===== src/rtl/dadda_pkg.sv =====
// Shared constants and types for the 16x16 Dadda multiplier datapath.
package dadda_pkg;

  localparam int PROD_W = 32;
  localparam int OPND_W = 16;

  typedef struct packed {
    logic [PROD_W-1:0] row_a;
    logic [PROD_W-1:0] row_b;
  } row_pair_t;

endpackage


===== src/rtl/fa.sv =====
// Full-adder cell composed of two half-adders.
module fa (
  input  logic a_i,
  input  logic b_i,
  input  logic ci_i,
  output logic s_o,
  output logic co_o
);

  logic s0;
  logic c0;
  logic c1;

  ha u_ha0 (.a_i(a_i), .b_i(b_i),  .s_o(s0),  .c_o(c0));
  ha u_ha1 (.a_i(s0),  .b_i(ci_i), .s_o(s_o), .c_o(c1));

  assign co_o = c0 | c1;

endmodule


===== src/rtl/ha.sv =====
// Half-adder cell.
module ha (
  input  logic a_i,
  input  logic b_i,
  output logic s_o,
  output logic c_o
);

  assign s_o = a_i ^ b_i;
  assign c_o = a_i & b_i;

endmodule


===== src/rtl/rca_slice.sv =====
// N-bit ripple-carry adder slice built from fa cells.
module rca_slice #(
  parameter int N = 16
) (
  input  logic [N-1:0] a_i,
  input  logic [N-1:0] b_i,
  input  logic         cin_i,
  output logic [N-1:0] s_o,
  output logic         cout_o
);

  logic [N:0] c;

  assign c[0] = cin_i;

  for (genvar i = 0; i < N; i++) begin : g_bit
    fa u_fa (
      .a_i (a_i[i]),
      .b_i (b_i[i]),
      .ci_i(c[i]),
      .s_o (s_o[i]),
      .co_o(c[i+1])
    );
  end

  assign cout_o = c[N];

endmodule


===== src/rtl/dadda_cpa_pipe.sv =====
// Two-stage carry-propagate adder closing the Dadda tree: low slice in stage 1,
// high slice plus low carry in stage 2, valid/ready on both sides.
module dadda_cpa_pipe
  import dadda_pkg::*;
#(
  parameter int WIDTH = PROD_W,
  parameter int SPLIT = OPND_W
) (
  input  logic             clk,
  input  logic             rst,
  input  logic [WIDTH-1:0] row_a,
  input  logic [WIDTH-1:0] row_b,
  input  logic             in_valid,
  output logic             in_ready,
  output logic [WIDTH-1:0] prod,
  output logic             cout,
  output logic             out_valid,
  input  logic             out_ready,
  output logic             ovf_sticky
);

  localparam int HI_W = WIDTH - SPLIT;

  // Handshake: a transfer happens on a side in any cycle where valid && ready
  // at the rising edge; valid never waits on ready and data holds while stalled.

  logic             s1_valid_q, s1_valid_d;
  logic [SPLIT-1:0] s1_lo_q,    s1_lo_d;
  logic             s1_c_q,     s1_c_d;
  logic [HI_W-1:0]  s1_ahi_q,   s1_ahi_d;
  logic [HI_W-1:0]  s1_bhi_q,   s1_bhi_d;

  logic             s2_valid_q, s2_valid_d;
  logic [WIDTH-1:0] prod_q,     prod_d;
  logic             cout_q,     cout_d;
  logic             ovf_q,      ovf_d;

  logic [SPLIT-1:0] lo_sum;
  logic             lo_c;
  logic [HI_W-1:0]  hi_sum;
  logic             hi_c;

  logic s2_adv;
  logic s1_load;
  logic s1_move;

  rca_slice #(.N(SPLIT)) u_lo (
    .a_i   (row_a[SPLIT-1:0]),
    .b_i   (row_b[SPLIT-1:0]),
    .cin_i (1'b0),
    .s_o   (lo_sum),
    .cout_o(lo_c)
  );

  rca_slice #(.N(HI_W)) u_hi (
    .a_i   (s1_ahi_q),
    .b_i   (s1_bhi_q),
    .cin_i (s1_c_q),
    .s_o   (hi_sum),
    .cout_o(hi_c)
  );

  assign s2_adv  = !s2_valid_q || out_ready;
  // Gated by rst so the upstream never sees a ready while reset is held.
  assign in_ready = !rst && (!s1_valid_q || s2_adv);
  assign s1_load = in_valid && in_ready;
  assign s1_move = s1_valid_q && s2_adv;

  always_comb begin
    s1_valid_d = s1_valid_q;
    s1_lo_d    = s1_lo_q;
    s1_c_d     = s1_c_q;
    s1_ahi_d   = s1_ahi_q;
    s1_bhi_d   = s1_bhi_q;
    s2_valid_d = s2_valid_q;
    prod_d     = prod_q;
    cout_d     = cout_q;
    ovf_d      = ovf_q;

    if (!s1_valid_q || s2_adv) begin
      s1_valid_d = s1_load;
    end
    if (s1_load) begin
      s1_lo_d  = lo_sum;
      s1_c_d   = lo_c;
      s1_ahi_d = row_a[WIDTH-1:SPLIT];
      s1_bhi_d = row_b[WIDTH-1:SPLIT];
    end

    if (s2_adv) begin
      s2_valid_d = s1_valid_q;
    end
    if (s1_move) begin
      prod_d = {hi_sum, s1_lo_q};
      cout_d = hi_c;
      ovf_d  = ovf_q | hi_c;
    end
  end

  always_ff @(posedge clk or posedge rst) begin
    if (rst) begin
      s1_valid_q <= 1'b0;
      s1_lo_q    <= '0;
      s1_c_q     <= 1'b0;
      s1_ahi_q   <= '0;
      s1_bhi_q   <= '0;
      s2_valid_q <= 1'b0;
      prod_q     <= '0;
      cout_q     <= 1'b0;
      ovf_q      <= 1'b0;
    end else begin
      s1_valid_q <= s1_valid_d;
      s1_lo_q    <= s1_lo_d;
      s1_c_q     <= s1_c_d;
      s1_ahi_q   <= s1_ahi_d;
      s1_bhi_q   <= s1_bhi_d;
      s2_valid_q <= s2_valid_d;
      prod_q     <= prod_d;
      cout_q     <= cout_d;
      ovf_q      <= ovf_d;
    end
  end

  assign out_valid  = s2_valid_q;
  assign prod       = prod_q;
  assign cout       = cout_q;
  assign ovf_sticky = ovf_q;

endmodule


===== config.mk =====
export PLATFORM = sky130hd
export DESIGN_NAME = dadda_cpa_pipe
export DESIGN_NICKNAME = d
export VERILOG_FILES = /design/src/rtl/dadda_pkg.sv /design/src/rtl/fa.sv /design/src/rtl/ha.sv /design/src/rtl/rca_slice.sv /design/src/rtl/dadda_cpa_pipe.sv
export SDC_FILE = /design/constraint.sdc
export NUM_CORES = 1
export LEC_CHECK = 0
export ABC_AREA = 1
export BUFFER_PORTS_ARGS = -buffer_cell sky130_fd_sc_hd__buf_2
export CAP_MARGIN = 10
export CORE_ASPECT_RATIO = 1.25
export CORE_MARGIN = 2
export CORE_UTILIZATION = 57
export CTS_CLUSTER_DIAMETER = 150
export DETAILED_ROUTE_END_ITERATION = 8
export GPL_TIMING_DRIVEN = 0
export HOLD_SLACK_MARGIN = 0.02
export PLACE_DENSITY = 0.85
export SLEW_MARGIN = 20
export SYNTH_ARGS = -nofsm -noshare
export SYNTH_HDL_FRONTEND = slang
export SYNTH_SLANG_ARGS = --single-unit

===== constraint.sdc =====
create_clock -name clk -period 13.6 [get_ports clk]
set_input_delay 3.4 -clock clk [delete_from_list [all_inputs] [get_ports clk]]
set_output_delay 3.4 -clock clk [all_outputs]
set_load 0.01 [all_outputs]

# After elaboration in Yosys (flattened, before gate mapping)
# Cells that the tools add are included.
[op_classes] n_reduce_logical=8 bitwise=158
[ops] operator="1-bit AND" n=63
[ops] operator="1-bit bitwise XOR" n=63
[ops] operator="1-bit bitwise OR" n=32
[ops] operator="1-bit logical AND" n=3
[ops] operator="1-bit logical NOT" n=3
[ops] operator="1-bit logical OR" n=2
[totals] register_bits=85 out_inout_bits=36 wordCells=175 input_bits=68

# Longest topological paths before layout
[depth] word_depth=34 depth_mapped=20 mapped_depth_nobuf=20

# Cells and area by module
# From an unflattened synthesis, not the netlist that was laid out.
[unflattened] cells_unflattened=532 area_unflattened_um2=4538.1
[by_module_without_submodules] module="dadda_cpa_pipe" instances=1 seq_area_each_um2=2127.0 area_each_um2=3377.0 cells_each=372
[by_module_without_submodules] module="ha" instances=64 seq_area_each_um2=0.0 area_each_um2=12.5 cells_each=1
[by_module_without_submodules] module="fa" instances=32 seq_area_each_um2=0.0 area_each_um2=11.3 cells_each=3

# Worst setup path after synthesis
# No wires, ideal clock.
[synth_timing] kind="input port to flip-flop" startpoint="input row_a[0]" endpoint="register s1_lo_q[15]" arrival_time_ns=9.587 n_path_buf=0 slack_ns=3.940 path_stages=20 setup_time_ns=0.073 required_time_ns=13.527 cell_sequence="ha_1 fa_1 fa_1 fa_1 fa_1 fa_1 fa_1 fa_1 fa_1 fa_1 fa_1 fa_1 fa_1 fa_1 fa_1 inv_1 fa_1 inv_1 nand4_1 nand2_1"
[synth_via] elab_chain_len=30
[synth_lines] element="start: declaration" line="dadda_cpa_pipe.sv:11" source="input logic [WIDTH-1:0] row_a,"
[synth_lines] element="1-bit AND (2 in series)" line="ha.sv:10" source="assign c_o = a_i & b_i;"
[synth_lines] element="1-bit bitwise OR" line="fa.sv:17" source="assign co_o = c0 | c1;"
[synth_lines] element="1-bit AND" line="ha.sv:10"
[synth_lines] element="1-bit bitwise OR" line="fa.sv:17"
[synth_lines] element="1-bit AND" line="ha.sv:10"
[synth_lines] element="1-bit bitwise OR" line="fa.sv:17"
[synth_lines] element="1-bit AND" line="ha.sv:10"
[synth_lines] element="1-bit bitwise OR" line="fa.sv:17"
[synth_lines] element="[13 not listed]"
[synth_lines] element="1-bit bitwise OR" line="fa.sv:17"
[synth_lines] element="1-bit AND" line="ha.sv:10"
[synth_lines] element="1-bit bitwise OR" line="fa.sv:17"
[synth_lines] element="1-bit AND" line="ha.sv:10"
[synth_lines] element="1-bit bitwise OR" line="fa.sv:17"
[synth_lines] element="1-bit AND" line="ha.sv:10"
[synth_lines] element="1-bit bitwise OR" line="fa.sv:17"
[synth_lines] element="1-bit bitwise XOR" line="ha.sv:9" source="assign s_o = a_i ^ b_i;"
[synth_lines] element="end signal: assignment" line="dadda_cpa_pipe.sv:113" source="s1_lo_q <= s1_lo_d;"
[synth_lines] element="end: declaration" line="dadda_cpa_pipe.sv:28" source="logic [SPLIT-1:0] s1_lo_q, s1_lo_d;"
# No other way between the ends.
# A chain may end at the register's enable or synchronous reset.

# Worst setup path after layout
# Same ends and word-level chain as after synthesis.

==> results.tsv <==
metric	value	unit
run_status	complete, no violations	
reg2reg_from	s1_c_q	
worstHoldStart	s1_lo_q[9]	
hold_violations	0	
grt_pass1_vias	3306	
cp.arrival	10.02	ns
drv_slew	0	
p_int	0.000492	W
cp.buffers_inverters	3	
rsz0062_at_grt	no	
die_x	79.5	um
drive_gt1_share	27.5	%
fin_nets	626	
grt_max_degree	57	
synthesis.nets	512	
clockBufferDepth	2	
grt_pass1_wl	15700	um
switching_share	33.3	%
leakage	2.71	nW
fillers	536	
r2r_setup_slack	5.70	ns
hold_path.class	flop to flop	
antenna_found_initial	0	
fmax	103	MHz
crit_fanout	1	
grt_use_met2	44.0	%
finalPower	0.000737	W
first_iter_violations	199	
clock_latency	0.36	ns
crit_path_start_kind	primary input	
slowest_stage	fa_1	
criticalPathCategory	primary input to flop	
ctsHoldBuffers	0	
seq_area_frac_synth	52.4	%
ys_ff_latch	85	
htreeDepth	3	
r2r-end	prod[31]	
peakVddDrop	0.0739	mV
yosys_warnings	0	
fp.dieArea	0.00782	sq mm
cts_tree	yes	
slowest_delay	0.42	ns
numCtsBuffers	9	
rows	34	
cp-end-kind	flop	
met1_usage	34.6	%
cts_sinks	85	
avgViaCountPerCell	5.28	
yosys.area.top_type	dfrtp_1	
seqPwrFrac	47.7	%
drv_cap	0	
hpwlAfterDp	7110	um
antenna_left	0	
path_cells	buf_2 -> ha_1 -> fa_1 -> fa_1 -> fa_1 -> fa_1 -> fa_1 -> fa_1 -> fa_1 -> fa_1 -> fa_1 -> fa_1 -> fa_1 -> fa_1 -> fa_1 -> fa_1 -> inv_1 -> fa_1 -> inv_1 -> nand4_1 -> nand2_1	
die_h	98.4	um
diodes	0	
ys_types	14	
syn_avg_cell_area	9.86	sq um
dr.pass1.iters	4	
period_needed	9.72	ns
worst_hold_path.endpoint	s1_lo_q[9]	
vias	3280	
grt-busiest-layer	met2	
worst_r2r_path_depth	20	
cts-root-buf	clkbuf_8	
met3_usage	4.81	%
power.density	150	mW/mm^2
place.gp.congestion	0.871	
core_area	0.00693	sq mm
relSlewSlack	53.4	%
combinationalPowerShare	27.2	%
portBuffers	102	
syn_area	0.00406	sq mm
synth_top_area_share	52.4	%
clk_pin_slew	0.09	ns
holdPathStages	2	
path_delay_family	adder cells	
startpoint	row_a[0]	
start_util	58.6	%
finalSetupTns	0	ns
crit_top_cell	fa_1	
skew	0.00777	ns
area_growth	21.0	%
routedWlPerCell	15.6	um
switchingPower	0.000245	W
routed_wl	9680	um
grt_overflow	0	
cts_setup_buffers	0	
finalSetupViolations	0	
synthTopCellsByArea	dfrtp_1, nand2_1, fa_1	
worst_pin_slew	0.700	ns
drc	0	
postCtsResizedCells	0	
post-route-period-util	71.5	%
io_pins	104	
postSynthCellCount	412	
grtUsageTotal	26.7	%
p_clk_share	25.1	%
cp_data_required_time	13.90	ns
-- cell usage in the layout, fill, tap and decap left out --
cell	Yosys	final
buf_12	0	1
buf_2	17	118
buf_4	4	5
buf_6	2	2
bufinv_16	0	1
clkbuf_1	5	5
clkbuf_8	0	10
clkinvlp_4	0	3
dfrtp_1	85	85
fa_1	31	31
ha_1	1	1
inv_1	14	14
inv_2	2	2
inv_6	0	2
nand2_1	196	196
nand3_2	2	2
nand4_1	49	49
o21ai_0	3	3
o21bai_1	1	1
-- registers in the layout, summed over array words and instances, names as in the netlist --
| name | flops |
|---|---|
| cout | 1 |
| s1_valid_q | 1 |
| ovf_sticky | 1 |
| s1_c_q | 1 |
| prod | 32 |
| s1_ahi_q | 16 |
| s1_lo_q | 16 |
| s1_bhi_q | 16 |
| out_valid | 1 |
-- metrics by stage --
stage          setup slack (ns)  cell area (sq um)  utilization [%]  hold WS (ns)  std cells
2_1_floorplan              3.94               4060                -         0.442        412
6_report                   3.88               4910             70.9         0.479        621
3_5_place_dp               3.49               4710             67.9         0.457        605
3_3_place_gp               3.60               4680             67.6         0.453        604
5_1_grt                    3.64               4910             70.9         0.500        621
4_1_cts                    3.85               4910             70.9         0.480        621
-- layer usage --
layer	vias up	share of wire, %
met5	-	0
met4	0	2.2
met3	18	6.1
met2	126	52
met1	1599	40
li1	1537	-
-- worst max-delay path by stage --
| stage | endpoint | slack [ns] | cells after the start |
|---|---|---|---|
| after CTS | s1_lo_q[15] | 3.85 | 21 |
| after detailed placement | s1_lo_q[15] | 3.49 | 21 |
| final | s1_lo_q[15] | 3.88 | 21 |
| after global routing | s1_lo_q[15] | 3.64 | 21 |
| after floorplan | s1_lo_q[15] | 3.94 | 20 |
| after global placement | s1_lo_q[15] | 3.60 | 21 |
-- synthesized netlist by cell type --
| cell | count |
|---|---|
| clkbuf_1 | 5 |
| o21bai_1 | 1 |
| inv_1 | 14 |
| inv_2 | 2 |
| buf_2 | 17 |
| buf_6 | 2 |
| o21ai_0 | 3 |
| fa_1 | 31 |
| nand3_2 | 2 |
| ha_1 | 1 |
| nand4_1 | 49 |
| nand2_1 | 196 |
| dfrtp_1 | 85 |
| buf_4 | 4 |
-- power by group through the flow --
stage | logic [W] | clock network [W] | registers [W]
6_report | 0.000201 | 0.000185 | 0.000352
5_1_grt | 0.000228 | 0.000198 | 0.000359
4_1_cts | 0.000203 | 0.000187 | 0.000352
3_5_place_dp | 0.000202 | 0 | 0.000356
3_3_place_gp | 0.000192 | 0 | 0.000353
2_1_floorplan | 0.000101 | 0 | 0.000370
-- kinds of logic after synthesis --
| kind of cell | synth area share (%) |
|---|---|
| AO/OA/AOI/OAI | 0.554 |
| flip-flops | 52.4 |
| AND/OR/NAND/NOR | 26.2 |
| adder cells (fa/ha/maj) | 15.6 |
| buffers and inverters | 5.33 |
-- layout make-up --
type	count	area, sq um	share of cell area (%)
sequential	85	2130	43.3
multi-input combinational	283	1720	35.0
timing repair buffer	103	531	10.8
buffer	28	159	3.23
clock buffer	10	138	2.80
tap	90	113	2.29
clock inverter	6	70.1	1.43
inverter	16	60.1	1.22
-- worst register-to-register path, stage by stage (launching register included) --
cell	delay, ns
dfrtp_1	0.39
inv_1	0.08
fa_1	0.18
inv_1	0.06
fa_1	0.46
fa_1	0.46
fa_1	0.47
fa_1	0.46
fa_1	0.48
fa_1	0.47
fa_1	0.47
fa_1	0.46
fa_1	0.47
fa_1	0.46
fa_1	0.46
fa_1	0.49
fa_1	0.48
fa_1	0.42
inv_1	0.09
fa_1	0.38
o21ai_0	0.16
(Power assumes the default switching activity.)
